[config.mk]
export PLATFORM = sky130hd
export DESIGN_NAME = instr_bundle_packer
export DESIGN_NICKNAME = d
export VERILOG_FILES = /design/src/rtl/instr_bundle_packer.sv
export SDC_FILE = /design/constraint.sdc
export NUM_CORES = 1
export LEC_CHECK = 0
export BUFFER_PORTS_ARGS = -buffer_cell sky130_fd_sc_hd__buf_2
export CORE_MARGIN = 5
export CORE_UTILIZATION = 35
export CTS_CLUSTER_SIZE = 28
export DETAILED_ROUTE_END_ITERATION = 16
export GPL_TIMING_DRIVEN = 1
export PLACE_DENSITY_LB_ADDON = 0.15
export SLEW_MARGIN = 20
export SYNTH_ARGS = -nofsm -noshare
export SYNTH_HDL_FRONTEND = slang
export SYNTH_SLANG_ARGS = --single-unit
export TNS_END_PERCENT = 100
[constraint.sdc]
create_clock -name clk -period 2.9 [get_ports clk]
set_input_delay 0.435 -clock clk [delete_from_list [all_inputs] [get_ports clk]]
set_output_delay 0.435 -clock clk [all_outputs]
set_load 0.005 [all_outputs]
[src/rtl/instr_bundle_packer.sv]
// Fetch-bundle write side: packs 32-bit words into a double-buffered 5-slot bundle.
// Optional idle auto-close of partial bundles: define PACKER_TIMEOUT_EN.
module instr_bundle_packer #(
  parameter int              SLOTS    = 5,
  parameter int              IW       = 32,
  parameter logic [IW-1:0]   NOP_WORD = 32'h00000013,
  parameter int              TIMEOUT  = 8
) (
  input  logic                clk,
  input  logic                rst,
  input  logic                in_valid,
  output logic                in_ready,
  input  logic [IW-1:0]       in_instr,
  input  logic                in_last,
  input  logic                flush,
  output logic                out_valid,
  input  logic                out_ready,
  output logic [SLOTS*IW-1:0] out_bundle,
  output logic [3:0]          out_count
);

  localparam int BW = SLOTS * IW;
  localparam logic [3:0] LAST = 4'(SLOTS - 1);
  localparam logic [BW-1:0] FILL = {SLOTS{NOP_WORD}};

  logic [BW-1:0] asm_q, asm_d, asm_w;
  logic [3:0]    asm_cnt_q, asm_cnt_d, ccnt;
  logic          pending_q, pending_d;
  logic          out_valid_q, out_valid_d;
  logic [BW-1:0] out_bundle_q, out_bundle_d;
  logic [3:0]    out_count_q, out_count_d;
  logic          acc, slot_free, close, close_tmo, xfer;

`ifdef PACKER_TIMEOUT_EN
  localparam int TW = $clog2(TIMEOUT + 1);
  logic [TW-1:0] idle_q, idle_d;
`endif

  assign in_ready   = rst && !pending_q && !flush;
  assign out_valid  = out_valid_q;
  assign out_bundle = out_bundle_q;
  assign out_count  = out_count_q;

  always_comb begin
    acc       = in_valid && in_ready;
    slot_free = !out_valid_q || out_ready;
    asm_w     = asm_q;
    for (int k = 0; k < SLOTS; k++) begin
      if (acc && 4'(k) == asm_cnt_q) asm_w[k*IW +: IW] = in_instr;
    end
    ccnt = acc ? asm_cnt_q + 4'd1 : asm_cnt_q;
`ifdef PACKER_TIMEOUT_EN
    close_tmo = (asm_cnt_q != 4'd0) && !pending_q && !acc &&
                (idle_q == TW'(TIMEOUT - 1));
`else
    close_tmo = 1'b0;
`endif
    close = (acc && (in_last || asm_cnt_q == LAST)) || close_tmo;
    xfer  = slot_free && (close || pending_q);

    asm_d        = asm_q;
    asm_cnt_d    = asm_cnt_q;
    pending_d    = pending_q;
    out_valid_d  = out_valid_q;
    out_bundle_d = out_bundle_q;
    out_count_d  = out_count_q;

    if (flush) begin
      asm_d       = FILL;
      asm_cnt_d   = 4'd0;
      pending_d   = 1'b0;
      out_valid_d = 1'b0;
      out_count_d = 4'd0;
    end else if (xfer) begin
      out_valid_d  = 1'b1;
      out_bundle_d = asm_w;
      out_count_d  = ccnt;
      asm_d        = FILL;
      asm_cnt_d    = 4'd0;
      pending_d    = 1'b0;
    end else begin
      if (out_valid_q && out_ready) out_valid_d = 1'b0;
      // a closed bundle parks in the assembly buffer until the slot frees
      if (close) pending_d = 1'b1;
      if (acc) begin
        asm_d     = asm_w;
        asm_cnt_d = ccnt;
      end
    end
  end

`ifdef PACKER_TIMEOUT_EN
  always_comb begin
    idle_d = idle_q;
    if (flush || acc || close) idle_d = '0;
    else if (asm_cnt_q != 4'd0 && !pending_q) idle_d = idle_q + TW'(1);
  end

  always_ff @(posedge clk or negedge rst) begin
    if (!rst) idle_q <= '0;
    else      idle_q <= idle_d;
  end
`endif

  always_ff @(posedge clk or negedge rst) begin
    if (!rst) begin
      asm_q        <= FILL;
      asm_cnt_q    <= 4'd0;
      pending_q    <= 1'b0;
      out_valid_q  <= 1'b0;
      out_bundle_q <= '0;
      out_count_q  <= 4'd0;
    end else begin
      asm_q        <= asm_d;
      asm_cnt_q    <= asm_cnt_d;
      pending_q    <= pending_d;
      out_valid_q  <= out_valid_d;
      out_bundle_q <= out_bundle_d;
      out_count_q  <= out_count_d;
    end
  end

endmodule

**Word level (Yosys, flattened, before mapping)**

Index checks and enable logic that the tools add are counted.

- Bits in read-only memories: 0
- RAM bits: 0
- Memories kept: 0
- Bits in registers: 330
- Latch bits: 0
- Output and inout port bits: 166
- Input bits: 38

- Reductions and logical operators: 23
- Shift operators: 0
- Div/mod/pow operators: 0
- Add/sub/neg operators: 1
- Bitwise gates (word level): 1
- Equal/unequal tests: 5
- Multiply operators: 0
- Multiplexer cells: 20
- Order comparisons: 0

Operators by type and width:

| cell | count |
|---|---|
| $mux 160 | 3 |
| $mux 32 | 5 |
| $mux 4 | 6 |
| $logic_and 1x1->1 | 11 |
| $reduce_bool 3->1 | 3 |
| $eq 2x4->1 const A | 2 |
| $mux 1 | 6 |
| $add 4x1->4 const B | 1 |
| $eq 1x4->1 const A | 1 |
| $eq 3x4->1 const A | 1 |
| $eq 4x3->1 const B | 1 |
| $logic_not 4->1 | 1 |
| $logic_not 1->1 | 3 |
| $logic_or 1x1->1 | 3 |
| $reduce_and 2->1 | 1 |
| $reduce_bool 2->1 | 1 |
| $not 1->1 | 1 |

**Depth between registers and ports, before layout**

- Word-level depth: 9
- Mapped depth: 9

**Worst setup path before layout**

Ideal clock, no wire load.

- Kind: register to register
- Start: reg asm_cnt_q[0]
- End: reg out_bundle_q[106] (netlist: out_bundle[106])
- Clock period less this slack: 2,234 ps
- Stages on the path, launching flop included: 9
- Path slack: 666 ps
- Data arrival time: 2,109 ps
- Buffers on the path: 2
- Path through: dfrtp_1 > inv_1 > ha_1 > nand3b_1 > a222oi_1 > nor2b_1 > buf_4 > buf_4 > mux2_2

- Longest elaborated chain between the ends: 6
- Elaborated cells between the ends (all ways): 9
- Those cells by class: eq/ne: 2; mux: 1; reduce/logical: 6

RTL lines:

| what | line | source |
|---|---|---|
| start: declaration | 27 | `logic [3:0] asm_cnt_q, asm_cnt_d, ccnt;` |
| start signal: assignment | 115 | `asm_cnt_q <= asm_cnt_d;` |
| $eq 4x3->1 | 58 | `close = (acc && (in_last \|\| asm_cnt_q == LAST)) \|\| close_tmo;` |
| $logic_or 1x1->1 | 58 |  |
| $logic_and 1x1->1 | 58 |  |
| $logic_or 1x1->1 | 59 | `xfer = slot_free && (close \|\| pending_q);` |
| $logic_and 1x1->1 | 59 |  |
| $reduce_and 2->1 (no source line) | -- |  |
| end signal: assignment | 118 | `out_bundle_q <= out_bundle_d;` |
| end: declaration | 30 | `logic [BW-1:0] out_bundle_q, out_bundle_d;` |

Several ways; a longest one is shown, not always the timed one.
A chain may end at the register's enable or synchronous reset.

**Final worst setup path**

- Start: reg asm_cnt_q[0]
- End: reg out_bundle_q[96] (netlist: out_bundle[96])

The elaborated chain is that of the path after synthesis.

==> impl_metrics.yaml <==
status:
  status: "finished, final reports clean"
setup_path:
  worstRegToRegCells: 8
  cp_slowest_stage_delay_ns: 0.41
  critPathCaptureType: "register"
  r2r-end: "out_bundle[96]"
  regToRegSetupSlack_ns: 0.26
  startpoint: "asm_cnt_q[0]"
  cpLargestDelayFamily: "buffers and inverters"
  required_ns: 3.34
  crit_type: "register to register"
  arrival_ns: 3.07
  critPathLaunchType: "register"
  cp_slowest_cell: "dfrtp_1"
  r2r_start: "asm_cnt_q[0]"
  cp_max_fo: 59
  crit_chain: "inv_1 -> ha_1 -> nand3b_1 -> a222oi_1 -> nor2b_4 -> buf_12 -> buf_4 -> mux2i_1"
  worst-path-buf-inv: 3
timing:
  timing.final.ws_setup_ns: 0.264
  clock_skew_ns: 0.0147
  period_minus_slack_ns: 2.64
  tns_ns: 0
  setup_viol: 0
  timing.hold.ws_ns: 0.216
  hold_violations: 0
  slew_headroom: 0.346
  finalMaxSlewViolations: 0
  timing.fmax_mhz: 379
  finalCritPeriodShare: 0.909
  grt_setup_unrepaired: "false"
  worst_slew_pin_slew_ns: 0.981
synth:
  async_flop_share: 1.00
  netlist_top_cells_count: "dfrtp_1, mux2i_1, inv_1, nor2_1, mux2_2"
  synth-edff-count: 0
  yosys_warnings: 0
  syn-num-nets: 1063
  yosysSeqAreaShare: 0.616
  yosysTopAreaCell: "dfrtp_1"
  ys_ff_latch: 330
  synthTopCellsByArea: "dfrtp_1, mux2i_1, mux2_2, inv_1, nor2_1"
  synth_top_cell_area_share: 0.587
  synthCells: 1021
  syn_avg_cell_area_um2: 13.2
  synthFlopType: "dfrtp_1"
  yosysMostFrequentCell: "dfrtp_1"
  synth_cell_types: 31
  synth_area_mm2: 0.0134
global_routing:
  overflow: 0
  grt_pass1_vias: 8749
  use_met1: 0.217
  grt_first_pass_wirelength_um: 51500
  gr-usage-met2: 0.247
  grt_util_met3: 0.0275
  grt_max_degree: 171
  busiest_layer: "met2"
  grt_usage: 0.155
  antenna_found_initial: 0
hold_path:
  whs_endpoint: "out_valid"
  holdPathStages: 4
  hp-start: "out_ready"
  hold_path.class: "input port to register"
floorplanning:
  die_h_um: 206
  die_w_um: 206
  dieArea_mm2: 0.0424
  num_rows: 71
  coreArea_mm2: 0.0378
  start_util: 0.356
  io_pins: 204
final_layout:
  fill_cells: 3621
  final_cells: 1781
  multi_input_area_mm2: 0.00441
  areaGrowthSynthToFinish_pct: 22.6
  drive_above_1_share: 0.332
  layout.nets: 1282
  diodes: 0
  layout.area.seq_mm2: 0.00828
  final_core_util: 0.436
place:
  globalplace.congestion: 0.723
  dp.final_hpwl_um: 20400
  place_ws_ns: 0.266
  place_inst: 1710
  numPortBuffers: 203
detailed_routing:
  wl_per_cell_um: 17.9
  vias: 8042
  routed_via_density: 4.52
  ant_nets: 0
  drt-total-wl_um: 31900
  drtIter0Drc: 263
  drc_errors: 0
  drt_pre_antenna_iters: 4
clock_network:
  path_clk_slew_ns: 0.06
  cts_tree: "built"
  clock_path_buffers: 3
  cts_max_level: 2
  cts.sinks: 330
  cts_root_buf: "clkbuf_16"
  cts_made_buffers: 38
  clock_latency_ns: 0.52
pwr:
  ir_worst_vdd_uv: 414
  powerDensity_mw_per_mm2: 679
  leakage_nw: 8.81
run:
  drv_cap: 0
## through the flow
step / total power [mW] / cell area (um^2)
after floorplan: 5.49 / 13400
after CTS: 11.4 / 16500
after detailed placement: 6.08 / 15100
after global routing: 11.7 / 16500
after global placement: 6.08 / 15100
final: 11.2 / 16500
## final cells by class
type                       count  area share
sequential                   330       0.502
multi-input combinational    522       0.268
timing repair buffer         232      0.0804
clock buffer                  56      0.0705
tap                          511      0.0388
inverter                     116      0.0264
clock inverter                14      0.0136
## worst max-delay path by stage
stage / endpoint / cells after the start
global route: out_bundle[64] / 8
CTS: out_bundle[28] / 8
detailed placement: asm_q[122] / 7
global placement: asm_q[123] / 7
finish: out_bundle[96] / 8
floorplan: out_bundle[106] / 8
## cells by family (layout without fill, tap and decap cells)
| logic type | Yosys count | count (layout) | share of synthesized area |
|---|---|---|---|
| adders and majority gates | 4 | 4 | 0.00373 |
| xor gates and xnor gates | 1 | 1 | 0.000652 |
| muxes | 324 | 324 | 0.251 |
| DFF | 330 | 330 | 0.616 |
| buffers and inverters | 169 | 418 | 0.0609 |
| AOI/OAI and AO/OA | 6 | 6 | 0.00289 |
| and+or+nand+nor | 187 | 187 | 0.0649 |
## registers in the layout, summed over array words and instances (netlist names)
name	cells
out_bundle	160
out_count	4
out_valid	1
asm_q	160
pending_q	1
asm_cnt_q	4
## tightest hold or removal path, cell delays in order
cell and delay (ns):
buf_2 0.10, inv_1 0.05, nand2_1 0.05, a21oi_1 0.05
## report_power, final
group	switching [mW]	internal, mW
logic	0.539	0.392
clock network	1.90	3.31
registers	0.157	4.88
total	2.59	8.59
## what timing repair did
action / 4_1_cts / 5_1_grt
hold buffers: 1 / 0
hold endpoints to repair: 11 / 0
buffers inserted: 0 / 0
endpoints found under the setup margin: 0 / 0
gates resized for setup: 0 / 0
## per-layer routing
metal / wire length [um] / vias to the layer above
li1: - / 3765
met1: 15300 / 4072
met4: 772 / 0
met5: 0 / -
met3: 1340 / 54
met2: 14400 / 151
## cell usage in the layout (no fill, tap or decap), drive strengths merged
| cell type | n |
|---|---|
| dfrtp | 315 |
| buf | 231 |
| mux2i | 223 |
| inv | 116 |
| nor2 | 106 |
| mux2 | 101 |
| clkbuf | 56 |
| and2 | 47 |
| nand2 | 15 |
| dfstp | 15 |
| clkinv | 8 |
| bufinv | 6 |
| ha | 4 |
| nand3 | 4 |
| or2 | 4 |
| a21oi | 3 |
| nor3 | 2 |
| nor2b | 2 |
| nor3b | 1 |
| nand4bb | 1 |
| nand3b | 1 |
| a222oi | 1 |
| nor4bb | 1 |
| xor2 | 1 |
| or2b | 1 |
| o2bb2ai | 1 |
| nand2b | 1 |
| nand4 | 1 |
| o21ai | 1 |
| dlygate4sd3 | 1 |
Power figures use the tool's default switching activity.
